File: src/rtl/multdiv_iter_unit.sv
// Iterative signed 32-bit multiply/divide unit for the execute stage.
// Multiply uses radix-2 Booth recoding, and divide uses non-restoring division on magnitudes.
// Every operation completes exactly WIDTH+1 edges after its start edge.
// It then raises a one-cycle data_resultRDY strobe.
// fsm_state exposes the controller state for observation.
module multdiv_iter_unit #(
  parameter int WIDTH = 32
) (
  input  logic             clock,
  input  logic             reset,
  input  logic [WIDTH-1:0] data_operandA,
  input  logic [WIDTH-1:0] data_operandB,
  input  logic             ctrl_MULT,
  input  logic             ctrl_DIV,
  output logic [WIDTH-1:0] data_result,
  output logic             data_exception,
  output logic             data_resultRDY,
  output logic [1:0]       fsm_state
);

  // Handshake: ctrl_MULT/ctrl_DIV are sampled on every rising edge.
  // A sampled start always wins, even over a running or finishing op.
  // data_resultRDY is high for exactly one cycle per completed, non-aborted op.
  typedef enum logic [1:0] {IDLE = 2'd0, MUL = 2'd1, DIV = 2'd2, DONE = 2'd3} state_t;

  localparam int CW = $clog2(WIDTH + 1);

  state_t           state;
  logic [CW-1:0]    count;
  // Booth datapath: acc carries one guard bit so subtracting the most negative multiplicand cannot wrap.
  logic [WIDTH:0]   acc;
  logic [WIDTH-1:0] mplier;
  logic             q_1;
  logic [WIDTH-1:0] mcand;
  // Non-restoring datapath: the partial remainder carries two guard bits.
  // This covers a divisor magnitude of 2^(WIDTH-1).
  logic [WIDTH+1:0] rem;
  logic [WIDTH-1:0] quo;
  logic [WIDTH-1:0] dvs;
  logic             q_neg;
  logic             div_zero;
  logic             div_ovf;

  logic [WIDTH:0]     booth_sum;
  logic [WIDTH:0]     acc_n;
  logic [WIDTH-1:0]   mplier_n;
  logic [WIDTH+1:0]   rem_sh;
  logic [WIDTH+1:0]   rem_n;
  logic [WIDTH-1:0]   quo_n;
  logic [2*WIDTH-1:0] product;
  logic               mul_exc;
  logic [WIDTH-1:0]   div_res;
  logic [WIDTH-1:0]   a_mag;
  logic [WIDTH-1:0]   b_mag;

  localparam logic [WIDTH-1:0] MOST_NEG = {1'b1, {(WIDTH-1){1'b0}}};
  localparam logic [WIDTH-1:0] ALL_ONES = {WIDTH{1'b1}};
  localparam logic [CW-1:0]    LAST     = CW'(WIDTH);

  // One Booth step and one non-restoring step from the current registers, plus the final result shaping.
  always_comb begin
    booth_sum = acc;
    case ({mplier[0], q_1})
      2'b01:   booth_sum = acc + {mcand[WIDTH-1], mcand};
      2'b10:   booth_sum = acc - {mcand[WIDTH-1], mcand};
      default: booth_sum = acc;
    endcase
    acc_n    = {booth_sum[WIDTH], booth_sum[WIDTH:1]};
    mplier_n = {booth_sum[0], mplier[WIDTH-1:1]};

    rem_sh = {rem[WIDTH:0], quo[WIDTH-1]};
    rem_n  = rem[WIDTH+1] ? rem_sh + {2'b00, dvs} : rem_sh - {2'b00, dvs};
    quo_n  = {quo[WIDTH-2:0], ~rem_n[WIDTH+1]};

    product = {acc[WIDTH-1:0], mplier};
    mul_exc = !((&product[2*WIDTH-1:WIDTH-1]) || !(|product[2*WIDTH-1:WIDTH-1]));

    if (div_zero)      div_res = '0;
    else if (div_ovf)  div_res = MOST_NEG;
    else if (q_neg)    div_res = -quo;
    else               div_res = quo;

    a_mag = data_operandA[WIDTH-1] ? -data_operandA : data_operandA;
    b_mag = data_operandB[WIDTH-1] ? -data_operandB : data_operandB;
  end

  // Controller and datapath: start, iterate WIDTH times, then register the result and strobe RDY.
  always_ff @(posedge clock or posedge reset) begin
    if (reset) begin
      state          <= IDLE;
      count          <= '0;
      acc            <= '0;
      mplier         <= '0;
      q_1            <= 1'b0;
      mcand          <= '0;
      rem            <= '0;
      quo            <= '0;
      dvs            <= '0;
      q_neg          <= 1'b0;
      div_zero       <= 1'b0;
      div_ovf        <= 1'b0;
      data_result    <= '0;
      data_exception <= 1'b0;
      data_resultRDY <= 1'b0;
    end else begin
      data_resultRDY <= 1'b0;
      if (ctrl_MULT) begin
        state  <= MUL;
        count  <= '0;
        acc    <= '0;
        mplier <= data_operandB;
        q_1    <= 1'b0;
        mcand  <= data_operandA;
      end else if (ctrl_DIV) begin
        state    <= DIV;
        count    <= '0;
        rem      <= '0;
        quo      <= a_mag;
        dvs      <= b_mag;
        q_neg    <= data_operandA[WIDTH-1] ^ data_operandB[WIDTH-1];
        div_zero <= (data_operandB == '0);
        div_ovf  <= (data_operandA == MOST_NEG) && (data_operandB == ALL_ONES);
      end else begin
        case (state)
          MUL: begin
            if (count == LAST) begin
              data_result    <= product[WIDTH-1:0];
              data_exception <= mul_exc;
              data_resultRDY <= 1'b1;
              state          <= DONE;
            end else begin
              acc    <= acc_n;
              mplier <= mplier_n;
              q_1    <= mplier[0];
              count  <= count + 1'b1;
            end
          end
          DIV: begin
            if (count == LAST) begin
              data_result    <= div_res;
              data_exception <= div_zero | div_ovf;
              data_resultRDY <= 1'b1;
              state          <= DONE;
            end else begin
              rem   <= rem_n;
              quo   <= quo_n;
              count <= count + 1'b1;
            end
          end
          DONE:    state <= IDLE;
          default: state <= IDLE;
        endcase
      end
    end
  end

  assign fsm_state = state;

endmodule

File: config.mk
export PLATFORM = sky130hd
export DESIGN_NAME = multdiv_iter_unit
export DESIGN_NICKNAME = d
export VERILOG_FILES = /design/src/rtl/multdiv_iter_unit.sv
export SDC_FILE = /design/constraint.sdc
export NUM_CORES = 1
export LEC_CHECK = 0
export BUFFER_PORTS_ARGS = -buffer_cell sky130_fd_sc_hd__buf_2
export CORE_MARGIN = 1.5
export CORE_UTILIZATION = 45
export CTS_BUF_LIST = sky130_fd_sc_hd__clkbuf_4 sky130_fd_sc_hd__clkbuf_8
export DETAILED_ROUTE_END_ITERATION = 12
export PLACE_DENSITY = 0.6
export SYNTH_ARGS = -nofsm -noshare
export SYNTH_HDL_FRONTEND = slang
export SYNTH_SLANG_ARGS = --single-unit
export TNS_END_PERCENT = 50
File: constraint.sdc
create_clock -name clock -period 11.9 [get_ports clock]
set_clock_uncertainty 0.1 [all_clocks]
set_input_delay 2.38 -clock clock [delete_from_list [all_inputs] [get_ports clock]]
set_output_delay 2.38 -clock clock [all_outputs]
set_load 0.05 [all_outputs]
==> impl_metrics.ini, run 1 <==
[status]
outcome = finished clean

[die]
dieHeight_microns = 197
std_cell_rows = 70
start_util = 0.460
die_area_sq_um = 38800
io_pins = 104
die_w_microns = 197
coreArea_sq_um = 36900

[yosys]
yosysUniqueCellTypes = 67
synth-seq-cells = 240
synth_ff_type = dfrtp_1
synth_edf_count = 0
ys_seq_area_frac = 0.354
syn_area_per_cell_sq_um = 8.42
yosysWarnings = 0
netlist_instances = 2013
async_reset_ff_frac = 1.00
synth_nets = 2159
syn_area_sq_um = 17000

[cts]
cts_tree = yes
numCtsBuffers = 46
cts_setup_buffers = 0
cts_resized = 0
clk_latency_ns = 0.62
cts_root_buf = clkbuf_8
clk_pin_slew_ns = 0.06
clockBufferDepth = 3
cts_hold_buf = 0
htreeDepth = 2
cts.sinks = 240

[global_route]
use_met1 = 0.395
grt_pass1_wl_microns = 82000
grt_max_degree = 117
top_usage_layer = met2
antenna_found_initial = 0
met2_usage = 0.401
grtUsageTotal = 0.268
overflow = 0
grt_pass1_vias = 14400
groute.layer.met3.usage = 0.0370

[timing]
min_period_ns = 5.31
worst_slew_pin_slew_ns = 1.12
period_share = 0.446
max_slew_margin = 0.255
drv_slew = 0
setup_viol = 0
grt_setup_unrepaired = no
hold_viol = 0
max_freq_ghz = 0.188
hold_slack_ns = 0.373
setup_tns_ns = 0

[placement]
dp_hpwl_microns = 37100
place.gp.congestion = 0.908
portBuffers = 103
dp.cells = 2532

[drt]
drt-vias-per-instance = 5.88
drcViolationCount = 0
dr_total_vias = 15400
postRouteAntennaNets = 0
routedWlPerCell_microns = 19.7
drt_iter0_drc = 1099
first_pass_iters = 5
routed_wl_microns = 51400

[cells_and_area]
fin_nets = 2222
final_cells = 2614
mostFrequentLayoutCell = nand2_1
drive_gt1_frac = 0.123
syn_to_final_growth_pct = 11.8
fill_cells = 3561
diodes = 0
regArea_sq_um = 6010
postLayoutCoreUtil = 0.514
final_cell_mix = nand2_1, dfrtp_1, o21ai_0, a21oi_1, nor2_1
multiInputGateArea_sq_um = 10400

[power_and_ir_drop]
fin_total_pwr_mw = 3.74
p_per_area_nw_per_um2 = 197
p_leak_nw = 8.45
peakVddDrop_mv = 0.0921

[setup_path]
reg2reg_setup_slack_ns = 6.59
worstPathMaxFanout = 5
cp-start-kind = flop
end_kind = flop
r2r_start = mcand[0]
startpoint = mcand[0]
path_class = reg2reg
rr_worst_depth = 19
r2r_end = acc[31]
required_ns = 12.27
crit_end = acc[31]
critPathArrivalTime_ns = 5.68

[worst_hold_path]
holdCritPathClass = reg2reg
worstHoldPathCells = 2

[run]
drv_cap = 0
-- critical path, stage by stage (launching register included) --
cell	delay (ns)
dfrtp_1	0.41
inv_1	0.09
ha_1	0.16
or3b_2	0.48
nor4b_1	0.69
nand2_1	0.21
nor4_1	0.60
and3b_1	0.34
a21oi_1	0.10
xnor2_1	0.17
ha_1	0.24
a21o_1	0.20
a21oi_1	0.21
nor3b_1	0.25
o2111ai_1	0.20
a41oi_1	0.26
xor2_1	0.09
nor3_1	0.18
xnor2_1	0.15
nor2_1	0.05
-- power by group --
group          switching (mW)  leakage, nW  total, mW  internal, mW
logic                   0.971         4.82       1.65         0.682
registers               0.159         3.06       1.10         0.942
clock network           0.395        0.568      0.984         0.589
-- metal layers --
| metal | wire length, microns | share of wire |
|---|---|---|
| met5 | 0 | 0 |
| met3 | 2940 | 0.057 |
| met1 | 24800 | 0.48 |
| met2 | 22200 | 0.43 |
| met4 | 1460 | 0.028 |
-- flip-flops by register name (all words and copies together), names as in the netlist, 2 cells and up --
signal and cells:
acc 32, count 6, data_result 32, dvs 32, fsm_state 2, mcand 32
mplier 32, quo 32, rem 34
-- synth_stat cells (all sizes together), types with 22 or more instances --
cell type | n | area (sq um)
inv | 52 | 195
nor2 | 123 | 462
o211ai | 22 | 165
clkbuf | 91 | 342
nand2b | 37 | 231
nor2b | 34 | 213
a21oi | 157 | 786
nand3 | 23 | 115
nor4 | 34 | 213
a21o | 24 | 180
o31ai | 34 | 255
nor3 | 32 | 160
xor2 | 101 | 885
xnor2 | 100 | 876
mux2 | 28 | 315
nand4 | 24 | 150
o21ai | 236 | 1180
nand2 | 260 | 976
ha | 76 | 951
dfrtp | 240 | 6010
mux2i | 41 | 410
-- cell type report --
type | count | area share
Clock buffer | 65 | 0.0446
Clock inverter | 17 | 0.0129
Inverter | 52 | 0.0107
Multi-Input combinational cell | 1618 | 0.548
Sequential cell | 240 | 0.317
Tap cell | 504 | 0.0333
Timing Repair Buffer | 118 | 0.0333
-- how the worst min path moves through the flow --
stage	startpoint	endpoint	slack, ns
global placement	data_result[17]	data_result[17]	0.36
global route	data_result[29]	data_result[29]	0.41
detailed placement	data_result[4]	data_result[4]	0.37
floorplan	div_zero	div_zero	0.34
finish	data_result[29]	data_result[29]	0.37
CTS	data_result[4]	data_result[4]	0.38
-- kinds of logic after synthesis --
group / count (synthesis) / synth area share
xor+xnor: 201 / 0.104
mux: 69 / 0.0428
fa+ha+maj: 78 / 0.0585
compound gates: 599 / 0.212
simple gates: 671 / 0.194
buf+inv: 155 / 0.0348
flops: 240 / 0.354
-- stage by stage --
stage                     area [sq um]  setup WS [ns]
after floorplan                  17000           2.83
after global routing             18900           6.09
final                            18900           6.59
after CTS                        18900           6.64
after detailed placement         17900           6.43
after global placement           17900           6.49
Power figures use the tool's default switching activity.
==> run 2, diff against run 1 <==
==> constraint.sdc (replaced) <==
create_clock -name clock -period 5.4 [get_ports clock]
set_clock_uncertainty 0.1 [all_clocks]
set_input_delay 1.08 -clock clock [delete_from_list [all_inputs] [get_ports clock]]
set_output_delay 1.08 -clock clock [all_outputs]
set_load 0.05 [all_outputs]
==> impl_metrics.ini, run 2 (synthesis results as in run 1) <==
[setup_path]
crit_cells = 19
crit_buf_inv = 2
path_class = reg2reg
end_kind = flop
cp_cell_sequence = inv_1, ha_1, or3b_2, nor4b_1, buf_4, nand2_1, nor4_1, nor2_1, xnor2_1, ha_1, nand2_1, nor4_1, o21ai_0, o211ai_1, or2_2, a31oi_1, mux2i_1, a2111oi_0, a21oi_1
cp_slowest_cell = nor4_1
cp-start-kind = flop
rr_worst_depth = 19
critPathArrivalTime_ns = 5.20
required_ns = 5.79
crit_family = simple AND/OR/NAND/NOR gates
critPathMaxStageDelay_ns = 0.50
worstPathMaxFanout = 4

[cells_and_area]
postLayoutCellArea_sq_um = 18700
fin_nets = 2225
fill_cells = 3623
drive_gt1_frac = 0.120
top_register = rem
postLayoutCoreUtil = 0.508
diodes = 0
final_cells = 2608
syn_to_final_growth_pct = 10.6
largest_register_ffs = 34
mostFrequentLayoutCell = nand2_1
final_cell_mix = nand2_1, dfrtp_1, o21ai_0, a21oi_1, nor2_1

[worst_hold_path]
worstHoldPathCells = 2
holdCritPathClass = reg2reg

[drt]
drt-vias-per-instance = 5.81
routedWlPerCell_microns = 19.3
dr_total_vias = 15200
drt_iter0_drc = 1053
routed_wl_microns = 50300
first_pass_iters = 5
postRouteAntennaNets = 0
drcViolationCount = 0

[global_route]
grt_pass1_vias = 14100
grt_pass1_wl_microns = 80500
grt_max_degree = 182
grtUsageTotal = 0.262
overflow = 0
top_usage_layer = met1
antenna_found_initial = 0
met2_usage = 0.392
use_met1 = 0.396
groute.layer.met3.usage = 0.0362

[timing]
min_period_ns = 4.81
hold_viol = 0
drv_slew = 0
max_freq_ghz = 0.208
grt_setup_unrepaired = no
hold_slack_ns = 0.374
max_slew_margin = 0.292
setup_viol = 0
period_share = 0.892
setup_slack_ns = 0.585
worst_slew_pin_slew_ns = 1.06
setup_tns_ns = 0

[status]
outcome = finished clean

[die]
die_area_sq_um = 38800
dieHeight_microns = 197
coreArea_sq_um = 36900
io_pins = 104
die_w_microns = 197
start_util = 0.460
std_cell_rows = 70

[cts]
cts_hold_buf = 0
cts_root_buf = clkbuf_8
cts_resized = 0
clk_latency_ns = 0.62
cts.sinks = 240
cts_tree = yes
htreeDepth = 2
cts_setup_buffers = 0
clockBufferDepth = 3
numCtsBuffers = 44
clk_pin_slew_ns = 0.06

[power_and_ir_drop]
p_leak_nw = 8.35
fin_total_pwr_mw = 7.83
peakVddDrop_mv = 0.174
p_per_area_nw_per_um2 = 418

[placement]
dp_hpwl_microns = 36700
portBuffers = 103
place.gp.congestion = 0.915
pre_cts_slack_ns = 0.504
dp.cells = 2537
place_area_sq_um = 17900

[run]
drv_cap = 0
-- run 2: changes by cell type in the layout (fill, tap and decap cells not counted), sizes merged --
cell,previous run,this run
clkbuf,65,66
bufinv,6,0
buf,118,123
clkinv,8,2
-- run 2: metal layers --
layer | up-vias | routed length (microns)
met5 | - | 0
met4 | 0 | 1090
met3 | 74 | 2350
met2 | 352 | 21800
met1 | 7382 | 25100
li1 | 7351 | -
-- run 2: cell type report --
cell class / instances / area, sq um / share of cell area
timing repair buffer: 123 / 681 / 0.0363
tap: 504 / 631 / 0.0336
multi-input combinational: 1618 / 10400 / 0.554
sequential: 240 / 6010 / 0.320
clock inverter: 5 / 37.5 / 0.00200
inverter: 52 / 199 / 0.0106
clock buffer: 66 / 802 / 0.0428
-- run 2: final timing paths --
check / endpoint / slack, ns / startpoint
max: acc[29] / 0.59 / mcand[0]
max in group asynchronous: rem[27] / 3.73 / reset
min: data_result[13] / 0.37 / data_result[13]
min in group asynchronous: data_result[19] / 0.65 / reset
max reg2reg: acc[29] / 0.59 / mcand[0]
min reg2reg: data_result[13] / 0.37 / data_result[13]
-- run 2: worst min-delay path, cell delays in order (launching register included) --
cell     delay, ns
dfrtp_1       0.34
nand2_1       0.04
o21ai_0       0.06
-- run 2: where the power goes --
group	leakage, nW	internal (mW)	switching [mW]
combinational	4.84	1.51	2.15
sequential	3.06	2.08	0.343
clock	0.449	0.942	0.812
total	8.35	4.53	3.30
==> run 3, diff against run 2 <==
--- a/config.mk
+++ b/config.mk
@@ -8,7 +8,7 @@
 export BUFFER_PORTS_ARGS = -buffer_cell sky130_fd_sc_hd__buf_2
 export CORE_MARGIN = 1.5
 export CORE_UTILIZATION = 45
-export CTS_BUF_LIST = sky130_fd_sc_hd__clkbuf_4 sky130_fd_sc_hd__clkbuf_8
+export CTS_BUF_LIST = sky130_fd_sc_hd__clkbuf_4
 export DETAILED_ROUTE_END_ITERATION = 12
 export PLACE_DENSITY = 0.6
 export SYNTH_ARGS = -nofsm -noshare
==> impl_metrics.ini, run 3 (synthesis results as in run 1) <==
[status]
outcome = finished clean

[timing]
grt_setup_unrepaired = no
setup_tns_ns = 0
setup_viol = 0
hold_viol = 0
max_slew_margin = 0.277
min_period_ns = 4.85
period_share = 0.899
max_freq_ghz = 0.206
drv_slew = 0
worst_slew_pin_slew_ns = 1.08

[setup_path]
critPathMaxStageDelay_ns = 0.48
end_kind = flop
startpoint = mcand[0]
r2r_start = mcand[0]
cp_cell_sequence = inv_1, ha_1, or3b_2, nor4b_1, buf_4, and4b_1, nor2_1, xnor2_1, ha_1, a21o_1, a211o_1, nor3b_1, o211ai_1, a31oi_1, o21ai_0, mux2i_1, or3_1
cp-start-kind = flop
rr_worst_depth = 17
crit_top_cell = ha_1
crit_end = acc[28]
reg2reg_setup_slack_ns = 0.55
cp_slowest_cell = or3b_2
path_class = reg2reg
required_ns = 5.96
worstPathMaxFanout = 8
r2r_end = acc[28]
critPathArrivalTime_ns = 5.41

[global_route]
antenna_found_initial = 2
overflow = 0
grtUsageTotal = 0.265
grt_pass1_vias = 14400
grt_max_degree = 182
grt_pass1_wl_microns = 81200

[cells_and_area]
fin_nets = 2254
syn_to_final_growth_pct = 11.0
largest_register_ffs = 34
drive_gt1_frac = 0.135
mostFrequentLayoutCell = nand2_1
final_cell_mix = nand2_1, dfrtp_1, o21ai_0, a21oi_1, nor2_1
top_register = rem

[cts]
cts_root_buf = clkbuf_4
clockBufferDepth = 3
htreeDepth = 3
cts_resized = 0
cts_tree = yes
cts_hold_buf = 0
cts_setup_buffers = 0
numCtsBuffers = 73
clk_pin_slew_ns = 0.07
cts.sinks = 240
clk_latency_ns = 0.78

[worst_hold_path]
holdCritPathClass = reg2reg
worstHoldPathCells = 2

[drt]
postRouteAntennaNets = 0
routed_wl_microns = 50900
first_pass_iters = 5
drt_iter0_drc = 1080
drcViolationCount = 0
drt-vias-per-instance = 5.83
routedWlPerCell_microns = 19.1
dr_total_vias = 15500

[power_and_ir_drop]
fin_total_pwr_mw = 7.91
p_per_area_nw_per_um2 = 420
power_switching_mw = 3.37
power_frac_comb = 0.463
p_sw_frac = 0.426
seq_power_share = 0.306
p_leak_nw = 8.43
peakVddDrop_mv = 0.179
p_clk_frac = 0.231
intPower_mw = 4.54

[die]
dieHeight_microns = 197
io_pins = 104
std_cell_rows = 70
coreArea_sq_um = 36900
die_area_sq_um = 38800
start_util = 0.460
die_w_microns = 197

[placement]
place.gp.congestion = 0.915
dp_hpwl_microns = 36700
portBuffers = 103

[run]
drv_cap = 0
[run 3: cell count changes in the layout (fill, tap and decap cells not counted), sizes merged]
cell / previous run / this run
clkbuf: 66 / 101
clkinv: 2 / 14
diode: 0 / 5
bufinv: 0 / 2
[run 3: area by class of cell]
cell class | instances | area, sq um
clock inverters | 19 | 140
well taps | 504 | 631
clock buffers | 101 | 758
diodes | 5 | 12.5
inverters | 52 | 199
fillers | 3630 | 18100
multi-input cells | 1618 | 10400
repair buffers | 123 | 681
flip-flops and latches | 240 | 6010
[run 3: critical path: cells and delay by family (launching register included)]
kind / cells / cell delay (ns)
compound gates: 5 / 1.40
xor+xnor: 1 / 0.14
fa+ha+maj: 2 / 0.52
buf+inv: 2 / 0.29
flops: 1 / 0.41
mux: 1 / 0.17
simple gates: 6 / 1.74
[run 3: worst min path at each step]
stage	from	to	slack (ns)
2_1_floorplan	div_zero	div_zero	0.34
3_3_place_gp	data_result[5]	data_result[5]	0.36
3_5_place_dp	div_zero	div_zero	0.37
4_1_cts	div_zero	div_zero	0.38
5_1_grt	data_result[14]	data_result[14]	0.40
6_report	data_result[13]	data_result[13]	0.37
[run 3: metal layers]
layer	vias up	global-route usage	routed length (microns)
met3	83	0.0388	2590
met1	7553	0.393	25100
met2	415	0.400	22000
li1	7462	-	-
met5	-	0	0
met4	0	0.0744	1110
[run 3: power by group through the flow]
stage / sequential (mW) / clock (mW) / combinational, mW
6_report: 2.42 / 1.82 / 3.66
3_5_place_dp: 2.44 / 0 / 3.60
5_1_grt: 2.46 / 1.97 / 4.12
4_1_cts: 2.41 / 1.88 / 3.63
2_1_floorplan: 2.31 / 0 / 2.85
3_3_place_gp: 2.43 / 0 / 3.57
[run 3: metrics by stage]
step	hold slack [ns]	std cells	utilization	worst slack, ns	cell area, sq um
2_1_floorplan	0.341	2013	-	1.07	17000
3_3_place_gp	0.358	2537	0.486	0.700	17900
3_5_place_dp	0.366	2537	0.486	0.504	17900
4_1_cts	0.381	2657	0.510	0.549	18800
5_1_grt	0.396	2662	0.510	0.109	18800
6_report	0.375	2662	0.510	0.547	18800
